**src/rtl/locking_arb_pkg.sv**
```systemverilog
// Shared helpers for the locking round-robin arbiter: width derivation and
// the lock FSM state encoding.
package locking_arb_pkg;

    // Lock FSM: either free-running round robin or holding one input.
    typedef enum logic {
        ST_UNLOCKED = 1'b0,
        ST_LOCKED   = 1'b1
    } lock_state_e;

    // Ceiling log2; clog2(1) = 0.
    function automatic int clog2(input int value);
        int r;
        r = 0;
        while ((1 << r) < value) begin
            r++;
        end
        return r;
    endfunction

    // Index/counter width that never collapses to zero bits.
    function automatic int idx_width(input int value);
        return (clog2(value) < 1) ? 1 : clog2(value);
    endfunction

endpackage

```
**src/rtl/rr_pick_n.sv**
```systemverilog
// Combinational round-robin pick: lowest valid index above last_grant,
// otherwise lowest valid index overall, otherwise N-1 when nothing is valid.
module rr_pick_n #(
    parameter int N  = 4,
    parameter int CW = 2
) (
    input  logic [N-1:0]  valid,
    input  logic [CW-1:0] last_grant,
    output logic [CW-1:0] choice
);

    // Two descending scans so the lowest matching index is written last;
    // the "above last_grant" scan runs second and therefore takes priority.
    always_comb begin
        // NOTE: give every always_comb output a default first so no path
        // leaves it unassigned, which would otherwise infer a latch.
        choice = CW'(N - 1);
        for (int i = N - 1; i >= 0; i--) begin
            if (valid[i]) begin
                choice = CW'(i);
            end
        end
        for (int i = N - 1; i >= 0; i--) begin
            if (valid[i] && (i > int'(last_grant))) begin
                choice = CW'(i);
            end
        end
    end

endmodule

```
**src/rtl/locking_rr_arbiter_n.sv**
```systemverilog
// N-input round-robin arbiter that holds its grant for a whole BEATS-beat
// message once a multi-beat transfer wins. Chosen index and lock status are
// exported; nothing on the output side depends combinationally on io_out_ready.
module locking_rr_arbiter_n
    import locking_arb_pkg::*;
#(
    parameter  int N     = 4,
    parameter  int W     = 32,
    parameter  int BEATS = 4,
    localparam int CW    = idx_width(N),
    localparam int BW    = idx_width(BEATS)
) (
    input  logic            clk,
    input  logic            reset,
    input  logic [N-1:0]    io_in_valid,
    output logic [N-1:0]    io_in_ready,
    input  logic [N*W-1:0]  io_in_bits,
    input  logic [N-1:0]    io_in_multibeat,
    input  logic            io_out_ready,
    output logic            io_out_valid,
    output logic [W-1:0]    io_out_bits,
    output logic [CW-1:0]   io_chosen,
    output logic            io_locked
);

    localparam logic          LOCK_EN   = (BEATS > 1);
    localparam logic [BW-1:0] LAST_BEAT = BW'(BEATS - 1);

    lock_state_e   state, state_next;
    logic [CW-1:0] last_grant, last_grant_next;
    logic [CW-1:0] lock_idx, lock_idx_next;
    logic [BW-1:0] beat_cnt, beat_cnt_next;
    logic [CW-1:0] pick;
    logic [CW-1:0] chosen;
    logic          out_valid;
    logic          fire;

    rr_pick_n #(
        .N  (N),
        .CW (CW)
    ) u_pick (
        .valid      (io_in_valid),
        .last_grant (last_grant),
        .choice     (pick)
    );

    // State register: reset puts input 0 first in line and drops any lock.
    always_ff @(posedge clk or negedge reset) begin
        if (!reset) begin
            state      <= ST_UNLOCKED;
            last_grant <= CW'(N - 1);
            lock_idx   <= '0;
            beat_cnt   <= '0;
        end else begin
            // NOTE: sequential state uses non-blocking assignments so every
            // register samples pre-edge values regardless of statement order.
            state      <= state_next;
            last_grant <= last_grant_next;
            lock_idx   <= lock_idx_next;
            beat_cnt   <= beat_cnt_next;
        end
    end

    // Next state: only a completed transfer moves the pointer or the lock.
    always_comb begin
        state_next      = state;
        last_grant_next = last_grant;
        lock_idx_next   = lock_idx;
        beat_cnt_next   = beat_cnt;
        if (fire) begin
            last_grant_next = chosen;
            case (state)
                ST_UNLOCKED: begin
                    // Multibeat flag matters only on the first beat.
                    if (LOCK_EN && io_in_multibeat[chosen]) begin
                        state_next    = ST_LOCKED;
                        lock_idx_next = chosen;
                        beat_cnt_next = BW'(1);
                    end
                end
                ST_LOCKED: begin
                    if (beat_cnt == LAST_BEAT) begin
                        state_next    = ST_UNLOCKED;
                        beat_cnt_next = '0;
                    end else begin
                        beat_cnt_next = beat_cnt + BW'(1);
                    end
                end
                default: ;
            endcase
        end
    end

    // Outputs: select the channel, mux its payload/valid, and steer ready.
    always_comb begin
        chosen      = (state == ST_LOCKED) ? lock_idx : pick;
        out_valid   = 1'b0;
        io_out_bits = '0;
        io_in_ready = '0;
        for (int i = 0; i < N; i++) begin
            if (chosen == CW'(i)) begin
                out_valid      = io_in_valid[i];
                io_out_bits    = io_in_bits[i*W +: W];
                io_in_ready[i] = io_out_ready;
            end
        end
    end

    assign fire         = out_valid & io_out_ready;
    assign io_out_valid = out_valid;
    assign io_chosen    = chosen;
    assign io_locked    = (state == ST_LOCKED);

endmodule

```
**config.mk**
```make
export PLATFORM = sky130hd
export DESIGN_NAME = locking_rr_arbiter_n
export DESIGN_NICKNAME = d
export VERILOG_FILES = /design/src/rtl/locking_arb_pkg.sv /design/src/rtl/rr_pick_n.sv /design/src/rtl/locking_rr_arbiter_n.sv
export SDC_FILE = /design/constraint.sdc
export NUM_CORES = 1
export LEC_CHECK = 0
export CORE_MARGIN = 10
export CORE_UTILIZATION = 28
export CTS_CLUSTER_DIAMETER = 150
export DETAILED_ROUTE_END_ITERATION = 7
export PLACE_DENSITY_LB_ADDON = 0.08
export RECOVER_POWER = 50
export SYNTH_ARGS = -nofsm -noshare
export SYNTH_HDL_FRONTEND = slang
export SYNTH_HIERARCHICAL = 1
export SYNTH_SLANG_ARGS = --single-unit
```
**constraint.sdc**
```tcl
create_clock -name clk -period 3.39 [get_ports clk]
set_clock_uncertainty 0.05 [all_clocks]
set_input_delay 0.678 -clock clk [delete_from_list [all_inputs] [get_ports clk]]
set_output_delay 0.678 -clock clk [all_outputs]
set_load 0.02 [all_outputs]
```
# Yosys cells after proc, flatten, opt, wreduce, memory -nomap -nowiden
# Index checks and enable logic that the tools add are counted.
classes:
  n_mux: 27
  reduce_logical: 6
  n_eq_ne: 5
  bitwise: 2
  add_sub_neg: 1
  n_lt_le_gt_ge: 4
ops:
  columns: ["operator", "count"]
  rows:
  - ["$mux 32", 4]
  - ["$mux 2", 8]
  - ["$mux 1", 12]
  - ["$eq 2x2->1 const B", 3]
  - ["$gt 2x2->1 const A", 2]
  - ["$pmux 2 s2", 1]
  - ["$logic_and 1x1->1", 3]
  - ["$lt 2x3->1 const B", 1]
  - ["$reduce_and 3->1", 1]
  - ["$add 2x1->2 const B", 1]
  - ["$bmux 1 s2", 1]
  - ["$eq 2x1->1 const B", 1]
  - ["$gt 1x2->1 const A", 1]
  - ["$logic_not 2->1", 1]
  - ["$ne 2x2->1 const B", 1]
  - ["$pmux 1 s2", 1]
  - ["$reduce_and 2->1", 1]
  - ["$and 1x1->1", 1]
  - ["$not 1->1", 1]
totals:
  ff_bits: 7
  word_cells: 49

# Logic depth before layout (Yosys ltp)
depth:
  depth_word: 14
  depth_mapped: 9
  depth_no_buf: 8

# Hierarchy
# The synthesis kept the hierarchy.
modules_own_cells:
  columns: ["module", "cells_per_inst", "area_each_um2", "n_inst", "seq_area_each_um2"]
  rows:
  - ["locking_rr_arbiter_n", 269, 1487.7, 1, 177.7]
  - ["rr_pick_n", 10, 67.6, 1, 0.0]

# Least setup slack after synthesis
# OpenSTA, ideal clock, no wires.
synth_path:
  path_type: "input to output"
  start: "input port io_in_valid[1]"
  end: "output port io_out_bits[18]"
  arrival_time_ns: 2.591
  setup_slack_ns: 0.071
  required_time_ns: 2.662
  cell_stages: 8
  path_cell_list: "nor3b_1 -> o32ai_1 -> mux2i_4 -> inv_2 -> buf_2 -> clkbuf_1 -> nand2_1 -> a31oi_1"
synth_via:
  elab_chain_cells: 11
  word_cells_on_any_way: 15
  cone_classes: "eq/ne (3); mux (10); reduce/logical (2)"
synth_rtl:
  columns: ["item", "line", "text"]
  rows:
  - ["from (decl)", "locking_rr_arbiter_n.sv:15", "input logic [N-1:0] io_in_valid,"]
  - ["$mux 2 (2 in a row)", "rr_pick_n.sv:19", "if (valid[i]) begin"]
  - ["$mux 2 (2 in a row)", "rr_pick_n.sv:24", "if (valid[i] && (i > int'(last_grant))) begin"]
  - ["$mux 2 (*)", "rr_pick_n.sv:24", null]
  - ["named net pick[1]", "locking_rr_arbiter_n.sv:33", "logic [CW-1:0] pick;"]
  - ["$mux 2 (*)", "locking_rr_arbiter_n.sv:96", "chosen = (state == ST_LOCKED) ? lock_idx : pick;"]
  - ["$logic_not 2->1", "locking_rr_arbiter_n.sv:101", "if (chosen == CW'(i)) begin"]
  - ["$mux 32 (3 in a row)", "locking_rr_arbiter_n.sv:101", null]
  - ["$mux 32 (*)", "locking_rr_arbiter_n.sv:101", null]
  - ["to (decl)", "locking_rr_arbiter_n.sv:21", "output logic [W-1:0] io_out_bits,"]
# The timed path passes the listed nets; every way through them passes the cells marked *.

# Final worst setup path
layout_path:
  start: "input port io_in_valid[1]"
  end: "output port io_out_bits[11]"
# The elaborated chain is that of the path after synthesis.

==> qor.csv <==
metric,value,unit
cts_buffers,3,
synth_area_leaders,"nand2_1 32%, and3_1 14%, a31oi_1 13%, dfrtp_1 8.0%, clkbuf_1 3.4%",
cts_max_path_buffers,2,
cp.arrival,2.55,ns
ys.flop_type,dfrtp_1,
async_reset_ff_share,100,%
power_density,1030,nW/um^2
fin_crit_sh,96.6,%
grt_pass1_vias,2757,
place_inst,536,
synth_seq_cells,7,
synthMostInstantiatedCell,nand2_1,
num_io_pins,179,
critical_path_class,in -> out,
synth_area_per_cell,5.57,um^2
hold_buffers,0,
grt_overflow,0,
fin_crit,3.27,ns
outcome,completed,
netlist_instances,279,
nets,628,
synth_top_area_cell,nand2_1,
fill_cells,483,
start_kind,input port,
firstDrtPassIters,4,
fin_ws,0.115,ns
io_buffers,178,
start_util,28.6,%
finalSetupViolCount,0,
fmax,305,MHz
fp.dieW,94.5,um
core-area,5440,um^2
synthesis.area,1560,um^2
ant_nets,0,
yosysSeqAreaShare,11.4,%
fin_cells,559,
drc,0,
vias,2768,
dp_hpwl,7.63,mm
min_path_type,reg -> reg,
gr-usage-all-layers,19.8,%
hold_slack,0.447,ns
antenna_found_initial,0,
dp_slack,-0.574,ns
critPathMaxFanout,8,
synth_common_cells,"134 x nand2_1, 34 x and3_1, 32 x a31oi_1",
cts_sinks,7,
gp_congestion,0.817,
htreeDepth,1,
drt_iter0_drc,111,
fin_area,3830,um^2
routedWlPerCell,17.8,um
insertion_delay,0.23,ns
tightest_slew,0.753,ns
ys_types,39,
synth.top_cell.area_share,32.3,%
slew_viol_final,0,
max-slew-margin-rel,49.2,%
cts_root_buffer,clkbuf_8,
clk_pin_slew,0.04,ns
drive_above_1_share,19.7,%
rows,27,
ys_warn_count,6,
antenna_cells,0,
routed_via_density,4.95,
worstSetupEndpointType,primary output,
hold_violations,0,
placed_cell_area,3610,um^2
grt_max_degree,38,
synth_fp_nets,419,
cts_tree,done,
dieArea,8940,um^2
max_cap_violations,0,
power,3930,uW
ir_drop,0.603,mV
area_delta_synth_final,146,%
power.leakage,0.00181,uW
cp.required,2.66,ns
grt_pass1_wl,14.5,mm
die_h,94.5,um
routed_wl,9.94,mm
synth-edff-count,0,
## worst max-delay path, cell delays in order
cell and delay, ns:
dlygate4sd2_1 0.25, nor3b_2 0.25, o32ai_4 0.14, mux2i_4 0.23, buf_4 0.15, buf_4 0.10, buf_6 0.10, buf_16 0.12
nand2_1 0.05, and3_1 0.15, a31oi_1 0.14, buf_2 0.20
## layout make-up
type / instances / area (um^2) / area share, %
Tap cell: 72 / 90.1 / 2.35
Sequential cell: 7 / 178 / 4.64
Clock inverter: 1 / 5.00 / 0.131
Clock buffer: 3 / 41.3 / 1.08
Multi-Input combinational cell: 246 / 1300 / 34.1
Inverter: 5 / 21.3 / 0.556
Timing Repair Buffer: 225 / 2190 / 57.2
## state kept, by name (all words and copies together), names as in the netlist
register / cells
beat_cnt: 2
io_locked: 1
last_grant: 2
lock_idx: 2
## worst paths after layout
check	startpoint	endpoint	slack [ns]	cells past startpoint
setup / recovery	io_in_valid[1]	io_out_bits[11]	0.12	12
hold / removal	beat_cnt[0]	beat_cnt[0]	0.45	1
hold reg to reg	beat_cnt[0]	beat_cnt[0]	0.45	1
max in group asynchronous	reset	last_grant[1]	2.26	1
setup reg to reg	last_grant[1]	lock_idx[0]	0.40	9
min in group asynchronous	reset	beat_cnt[0]	0.74	1
## metrics by stage
step | TNS (ns) | utilization, %
after floorplan | 0 | -
after global placement | -17.51 | 66.3
after detailed placement | -18.01 | 66.3
after CTS | -0.170 | 69.1
after global routing | -0.0431 | 70.4
final | 0 | 70.4
## placed cells by master, fill, tap and decap left out, types with 2 or more instances in the layout
cell             Yosys  layout
clkbuf_8             0       3
dfstp_2              2       2
o21ai_0              2       3
and3_1              34      34
dlygate4sd3_1        0       2
clkdlybuf4s50_1      0     133
buf_6                1       4
nand3_1              3       3
mux2i_1              5       5
a21oi_2              1       2
nand2_1            134     134
nor2_1               7       7
inv_1                3       3
buf_16               0       3
a31oi_1             32      32
dfrtp_1              5       5
buf_2                3      19
dlygate4sd2_1        0       5
mux2_1               2       2
buf_12               0       6
nand2b_1             2       2
dlymetal6s2s_1       0       2
nor2b_1              3       3
buf_4                0      46
## power by group
part | switching, uW | total, uW | internal (uW)
Clock | 37.6 | 117 | 79.6
Combinational | 1870 | 3620 | 1750
Sequential | 57.8 | 192 | 134
Total | 1960 | 3930 | 1970
## metal layers
layer,up-vias,GRT usage [%],part of all wire (%)
li1,1384,-,-
met1,1237,22.8,39
met2,141,36.0,50
met3,6,5.87,9.9
met4,0,2.49,0.71
met5,-,0,0
## cells by family after synthesis
group	count (synthesis)	synth area share [%]
AOI/OAI and AO/OA	51	22.4
adders and majority gates	1	0.804
buffers and inverters	26	7.00
DFF	7	11.4
muxes	8	6.11
and+or+nand+nor	186	52.2
## what timing repair did
action,4_1_cts,5_1_grt
endpoints found under the setup margin,39,35
resized for setup,197,12
setup buffers,10,5
pin swaps,2,3
gates cloned,4,1
No activity file was read; power rests on OpenSTA's default activity.
